<file path="config.mk">
export PLATFORM = sky130hd
export DESIGN_NAME = wb_uart_rx
export DESIGN_NICKNAME = d
export VERILOG_FILES = /design/src/rtl/wb_uart_rx.sv
export SDC_FILE = /design/constraint.sdc
export NUM_CORES = 1
export LEC_CHECK = 0
export ABC_AREA = 1
export BUFFER_PORTS_ARGS = -buffer_cell sky130_fd_sc_hd__buf_2
export CORE_MARGIN = 5
export CORE_UTILIZATION = 40
export DETAILED_ROUTE_END_ITERATION = 10
export SYNTH_ARGS = -nofsm -noshare
export SYNTH_HDL_FRONTEND = slang
export SYNTH_SLANG_ARGS = --single-unit
</file>
<file path="constraint.sdc">
create_clock -name clk_i -period 4.4 [get_ports clk_i]
set_clock_uncertainty 0.2 [all_clocks]
set_input_delay 0.66 -clock clk_i [delete_from_list [all_inputs] [get_ports clk_i]]
set_output_delay 0.66 -clock clk_i [all_outputs]
set_load 0.02 [all_outputs]
</file>
<file path="src/rtl/wb_uart_rx.sv">
// Wishbone-slave 8N1 UART receiver with a small receive FIFO,
// status/control registers and a level interrupt.
module wb_uart_rx #(
    parameter int WB_DATA_WIDTH = 32,
    parameter int WB_ADDR_WIDTH = 32,
    parameter int CLKS_PER_BIT  = 16,
    parameter int FIFO_DEPTH    = 8
) (
    input  logic                     clk_i,
    input  logic                     rst_i,
    input  logic [WB_ADDR_WIDTH-1:0] wb_addr_i,
    input  logic [WB_DATA_WIDTH-1:0] wb_data_i,
    input  logic [3:0]               wb_sel_i,
    input  logic                     wb_we_i,
    input  logic                     wb_cyc_i,
    input  logic                     wb_stb_i,
    output logic                     wb_ack_o,
    output logic [WB_DATA_WIDTH-1:0] wb_data_o,
    input  logic                     uart_rx_i,
    output logic                     rx_irq_o
);

    localparam int CW = $clog2(CLKS_PER_BIT);
    localparam int AW = $clog2(FIFO_DEPTH);
    localparam logic [CW-1:0] CNT_MID  = CW'(CLKS_PER_BIT / 2 - 1);
    localparam logic [CW-1:0] CNT_END  = CW'(CLKS_PER_BIT - 1);
    localparam logic [AW:0]   CNT_FULL = (AW + 1)'(FIFO_DEPTH);

    typedef enum logic [2:0] {
        S_IDLE,
        S_START,
        S_DATA,
        S_STOP,
        S_BREAK
    } state_t;

    state_t state_q, state_d;

    logic          rx_meta, rx_s;
    logic [CW-1:0] cnt;
    logic [2:0]    bit_idx;
    logic [7:0]    shreg;
    logic          push_pend;
    logic          mid_hit, end_hit;
    logic          cnt_clr, shift_en, push_set, ferr_set;

    logic [7:0]    mem [FIFO_DEPTH];
    logic [AW-1:0] wr_ptr, rd_ptr;
    logic [AW:0]   count;
    logic          empty, full, push_do, pop;

    logic          frame_err, overrun, irq_en;
    logic          req, sel_data, sel_stat, sel_ctrl;
    logic          clr_ferr, clr_ovr, ovr_set;
    logic [WB_DATA_WIDTH-1:0] rdata;
    logic          unused_ok;

    assign unused_ok = ^{wb_sel_i, wb_addr_i, wb_data_i};

    always_ff @(posedge clk_i) begin
        if (rst_i) begin
            rx_meta <= 1'b1;
            rx_s    <= 1'b1;
        end else begin
            rx_meta <= uart_rx_i;
            rx_s    <= rx_meta;
        end
    end

    assign mid_hit = (cnt == CNT_MID);
    assign end_hit = (cnt == CNT_END);

    always_ff @(posedge clk_i) begin
        if (rst_i) state_q <= S_IDLE;
        else       state_q <= state_d;
    end

    always_comb begin
        state_d = state_q;
        unique case (state_q)
            S_IDLE:  if (!rx_s) state_d = S_START;
            S_START: if (mid_hit) state_d = rx_s ? S_IDLE : S_DATA;
            S_DATA:  if (end_hit && bit_idx == 3'd7) state_d = S_STOP;
            S_STOP:  if (end_hit) state_d = rx_s ? S_IDLE : S_BREAK;
            S_BREAK: if (rx_s) state_d = S_IDLE;
            default: state_d = S_IDLE;
        endcase
    end

    always_comb begin
        cnt_clr  = 1'b0;
        shift_en = 1'b0;
        push_set = 1'b0;
        ferr_set = 1'b0;
        unique case (state_q)
            S_IDLE:  cnt_clr = 1'b1;
            S_START: cnt_clr = mid_hit;
            S_DATA: begin
                cnt_clr  = end_hit;
                shift_en = end_hit;
            end
            S_STOP: begin
                cnt_clr  = end_hit;
                push_set = end_hit & rx_s;
                ferr_set = end_hit & ~rx_s;
            end
            S_BREAK: cnt_clr = 1'b1;
            default: cnt_clr = 1'b1;
        endcase
    end

    always_ff @(posedge clk_i) begin
        if (rst_i) begin
            cnt       <= '0;
            bit_idx   <= '0;
            shreg     <= '0;
            push_pend <= 1'b0;
        end else begin
            cnt       <= cnt_clr ? '0 : cnt + CW'(1);
            push_pend <= push_set;
            if (state_q == S_IDLE) bit_idx <= '0;
            if (shift_en) begin
                shreg   <= {rx_s, shreg[7:1]};
                bit_idx <= bit_idx + 3'd1;
            end
        end
    end

    assign req      = wb_cyc_i & wb_stb_i & ~wb_ack_o;
    assign sel_data = (wb_addr_i[3:2] == 2'd0);
    assign sel_stat = (wb_addr_i[3:2] == 2'd1);
    assign sel_ctrl = (wb_addr_i[3:2] == 2'd2);

    assign empty   = (count == '0);
    assign full    = (count == CNT_FULL);
    assign pop     = req & ~wb_we_i & sel_data & ~empty;
    // A pop in the same cycle frees the slot, so a full FIFO still accepts.
    assign push_do = push_pend & (~full | pop);
    assign ovr_set = push_pend & full & ~pop;

    assign clr_ferr = req & wb_we_i & sel_stat & wb_data_i[1];
    assign clr_ovr  = req & wb_we_i & sel_stat & wb_data_i[2];

    always_ff @(posedge clk_i) begin
        if (push_do) mem[wr_ptr] <= shreg;
    end

    always_ff @(posedge clk_i) begin
        if (rst_i) begin
            wr_ptr <= '0;
            rd_ptr <= '0;
            count  <= '0;
        end else begin
            if (push_do) wr_ptr <= wr_ptr + AW'(1);
            if (pop)     rd_ptr <= rd_ptr + AW'(1);
            unique case ({push_do, pop})
                2'b10:   count <= count + (AW + 1)'(1);
                2'b01:   count <= count - (AW + 1)'(1);
                default: count <= count;
            endcase
        end
    end

    always_ff @(posedge clk_i) begin
        if (rst_i) begin
            frame_err <= 1'b0;
            overrun   <= 1'b0;
            irq_en    <= 1'b0;
        end else begin
            if (ferr_set)      frame_err <= 1'b1;
            else if (clr_ferr) frame_err <= 1'b0;
            if (ovr_set)       overrun <= 1'b1;
            else if (clr_ovr)  overrun <= 1'b0;
            if (req && wb_we_i && sel_ctrl) irq_en <= wb_data_i[0];
        end
    end

    always_comb begin
        rdata = '0;
        unique case (1'b1)
            sel_data: rdata[7:0] = empty ? 8'h00 : mem[rd_ptr];
            sel_stat: rdata[2:0] = {overrun, frame_err, ~empty};
            sel_ctrl: rdata[0]   = irq_en;
            default:  rdata      = '0;
        endcase
    end

    always_ff @(posedge clk_i) begin
        if (rst_i) begin
            wb_ack_o  <= 1'b0;
            wb_data_o <= '0;
            rx_irq_o  <= 1'b0;
        end else begin
            wb_ack_o  <= req;
            wb_data_o <= req ? rdata : '0;
            rx_irq_o  <= irq_en & (~empty | frame_err | overrun);
        end
    end

endmodule
</file>
# After elaboration in Yosys (flattened, before gate mapping)
# Memories as Yosys holds them, arrays and structs flattened. A register that Yosys moved wholly into a read port is not among the register bits.
# Cells that the tools add are included.
# totals
reg_bits	68
ramBits	64
input_bits	74
out_inout_bits	34
elab_cells	110
mem_count	1
# op_classes
addsub	6
n_eq_ne	17
muxes	25
bitwise_logic	27
n_reduce_logical	16
# mem_list
memory	depth	width	rd	rd_clocked_by_memory_dff	write_ports	line	source
mem	8	8	1	1	1	47	logic [7:0] mem [FIFO_DEPTH];
# op_table
operator	n
$mux 3	10
$and 1x1->1	15
$pmux 3 s5	1
$ne 2x2->1 const B	5
$add 3x1->3 const B	3
$not 1->1	9
$add 4x1->4 const B	2
$eq 4x4->1 const B	2
$mux 1	8
$mux 8	1
$pmux 4 s2	1
$reduce_bool 2->1	4
$reduce_or 2->1	4
$eq 3x2->1 const B	2
$eq 3x3->1 const B	2
$reduce_and 5->1	1
$eq 2x1->1 const B	2
$eq 2x2->1 const B	2
$eq 4x3->1 const B	1
$logic_not 4->1	1
$pmux 2 s2	1
$reduce_or 4->1	1
$sub 4x1->4 const B	1
$eq 3x1->1 const B	1
7 further kinds	11

# Longest topological paths before layout
# logic_depth
ltp_word	9
depth_mapped	13
ltp_nobuf	12

# Worst setup path before layout
# OpenSTA, ideal clock, no wires.
# synth_timing
path_type	in2reg
startpoint	in wb_cyc_i
endpoint	mem mem[0][0] (enable)
setup_time_ps	370
arrival_ps	1690
setup_slack_ps	2140
path_stages	8
n_path_buf	0
path_cell_list	nand2_1 -> nor2_4 -> nand2_2 -> nor2_4 -> o21ai_4 -> inv_1 -> nand2_1 -> nor2_1
# synth_via
elab_chain_cells	9
# synth_rtl
item	line	source
start: declaration	15	input logic wb_cyc_i,
$and 1x1->1 (2 in a row)	129	assign req = wb_cyc_i & wb_stb_i & ~wb_ack_o;
$and 1x1->1 (3 in a row)	136	assign pop = req & ~wb_we_i & sel_data & ~empty;
$or 1x1->1	138	assign push_do = push_pend & (~full | pop);
$and 1x1->1	138	
$mux 1	145	if (push_do) mem[wr_ptr] <= shreg;
$mux 1 (not written as such)	145	
end: declaration	47	
# Every way passes these cells.

# Worst setup path in the final report
# layout_timing
startpoint	in wb_addr_i[3]
endpoint	mem mem[2][5] (enable)
# layout_via
elab_chain_cells	7
# layout_rtl
item	line	source
start: declaration	11	input logic [WB_ADDR_WIDTH-1:0] wb_addr_i,
$logic_not 2->1	130	assign sel_data = (wb_addr_i[3:2] == 2'd0);
$and 1x1->1 (2 in a row)	136	
$or 1x1->1	138	
$and 1x1->1	138	
$mux 1	145	
$mux 1 (not written as such)	145	
# Every way passes these cells.

==> metrics.cfg <==
[logic_synthesis]
syn_inst = 459
async_flop_share_pct = 0
yosysWarningCount = 0
seq_area_frac_synth_pct = 62.0
synthFlopType = edfxtp_1
synth_edf_count = 64
syn_area_per_cell_um2 = 10.1
syn_area_um2 = 4620
synth_cell_types = 37
ys_ff_latch = 111

[critical_path]
reg2reg_slack_ps = 1880
worstPathArrival_ps = 2350
r2r_end = mem[2][5]
reg2regPathDepth = 8
worst_setup_path_start_kind = primary input
critPathCaptureType = flip-flop
worstPathMaxFanout = 11
required_ps = 4170
reg2reg_from = count[3]
crit_type = in2reg

[cells_and_area]
final_nets = 556
area_growth_pct = 9.24
drive_gt1_share_pct = 11.6
nFillCells = 1065
diodes = 0
final_area_um2 = 5050

[worst_hold_path]
min_path_type = reg2reg
hp-start = rx_meta
holdPathStages = 1
whs_endpoint = rx_s

[global_route]
grt_overflow = 0
grt_pass1_vias = 2870
grt_antenna_before_repair = 0
grt_pass1_wl_mm = 14.6
grt_max_degree = 34
grt_usage_pct = 13.1

[power_and_ir_drop]
p_clk_share_pct = 38.5
leakage_uw = 0.00205
p_comb_share_pct = 6.9
seqPwrFrac_pct = 54.6
switching_share_pct = 24.6
vdd_drop_max_v = 0.000272
p_int_uw = 1550
power.density_nw_per_um2 = 406
power.switching_uw = 503

[routing]
wl_mm = 8.65
drt_iter0_markers = 211
dr.pass1.iters = 4
drc_errors = 0
ant_nets = 0
wl_per_cell_um = 13.9
dr_total_vias = 3037
vias_per_cell = 4.87

[timing]
worstMarginPinSlew_ps = 887
drv_slew = 0
rsz0062_at_grt = no
relSlewSlack_pct = 40.6
fmax_mhz = 388
hold_viol = 0
tns_ps = 0
fin_crit_sh_pct = 58.6
period_needed_ps = 2580
setup_viol = 0

[cts]
cts_buffers = 9
clk_latency_ps = 350
clkTransAtPathRegs_ps = 70
htree_levels = 3
cts.sink_count = 111
root_buffer = clkbuf_16
cts.repair.resized = 0
cts_tree = done
cts_setup_buffers = 0
cts_max_path_buffers = 2
hold_buffers = 0

[run_status]
status = completed

[placement]
place_hpwl_mm = 5.74
post_dp_cell_area_um2 = 4750
port_buffers = 20
gp_congestion = 0.865

[die]
chipWidth_um = 117
num_rows = 39
coreArea_um2 = 11400
start_util_pct = 40.6
die_area_um2 = 13800
io_pins = 108
die_h_um = 117

[run]
drv_cap = 0

-- worst max path at each step --
stage	from	end	slack [ps]	cells past startpoint
floorplan	wb_cyc_i	mem[0][0]	2140	8
global placement	wb_addr_i[3]	mem[2][3]	1440	8
detailed placement	wb_cyc_i	mem[2][3]	1410	9
CTS	wb_addr_i[3]	mem[2][6]	1790	8
global route	wb_addr_i[3]	mem[4][2]	1600	8
finish	wb_addr_i[3]	mem[2][5]	1820	8
-- cells in the final DEF (no fill, tap or decap), types with 17 or more instances in the layout --
cell / count
nor2_1: 84
edfxtp_1: 64
o21ai_0: 50
dfxtp_1: 47
nand2_1: 41
inv_1: 33
conb_1: 24
a21oi_1: 20
buf_2: 20
nand3_1: 17
-- logic make-up (layout without fill, tap and decap cells) --
family / count (synthesis) / in the layout / share of synthesized area (%)
and+or+nand+nor: 164 / 164 / 15.5
xor gates and xnor gates: 3 / 3 / 0.569
adders and majority gates: 6 / 6 / 1.63
other: 1 / 24 / 0.0812
AOI/OAI and AO/OA: 99 / 99 / 12.1
DFF: 111 / 111 / 62.0
buffers and inverters: 75 / 74 / 8.23
-- flip-flops by register name (all words and copies together) (netlist names), 3 cells and up, named ones only --
| name | count |
|---|---|
| mem | 64 |
| shreg | 8 |
| wb_data_o | 8 |
| cnt | 4 |
| count | 4 |
| bit_idx | 3 |
| rd_ptr | 3 |
| state_q | 3 |
| wr_ptr | 3 |
-- layer usage --
metal | routed length (um) | GRT usage [%] | vias to the layer above
met5 | 0 | 0 | -
met4 | 84 | 3.94 | 0
met3 | 357 | 3.41 | 6
met2 | 4160 | 20.3 | 59
met1 | 4050 | 18.0 | 1420
li1 | - | - | 1552
-- cell type report --
cell class | instances | area (um^2) | share of cell area [%]
flip-flops and latches | 111 | 2860 | 56.7
clock buffers | 9 | 225 | 4.46
inverters | 37 | 139 | 2.75
repair buffers | 21 | 108 | 2.13
clock inverters | 7 | 70.1 | 1.39
well taps | 143 | 179 | 3.55
multi-input cells | 296 | 1460 | 29.0
-- cell usage after synthesis, types with 5 or more instances --
master	count	share of area [%]
a21oi_1	20	2.2
inv_1	33	2.7
o21ai_0	50	5.4
o22ai_1	9	1.2
a31oi_1	5	0.68
dfxtp_1	47	20
nor2_1	84	6.8
ha_1	6	1.6
clkbuf_1	12	0.98
edfxtp_1	64	42
nand3_1	17	1.8
buf_4	24	3.9
nand2_1	41	3.3
-- power by group through the flow --
stage	clock (uW)	sequential, uW	combinational (uW)
3_5_place_dp	0	1140	141
2_1_floorplan	0	1140	130
6_report	789	1120	141
3_3_place_gp	0	1140	138
4_1_cts	809	1120	141
5_1_grt	861	1120	163
-- through the flow --
step	hold WS, ps	util [%]	std cells	worst slack, ps	power, uW
after floorplan	189	-	482	2140	1270
after global placement	195	41.8	608	1440	1280
after detailed placement	198	41.8	608	1410	1280
after CTS	215	44.4	624	1790	2070
after global routing	226	44.4	624	1600	2150
final	214	44.4	624	1820	2050
-- critical path: stages --
cell,delay [ps]
buf_2,130
nor2_1,160
nand2_2,100
nor2_4,260
o21ai_4,110
inv_1,100
nand2_1,120
nor2_1,700
Note: power is estimated with default switching activity, not from simulation.
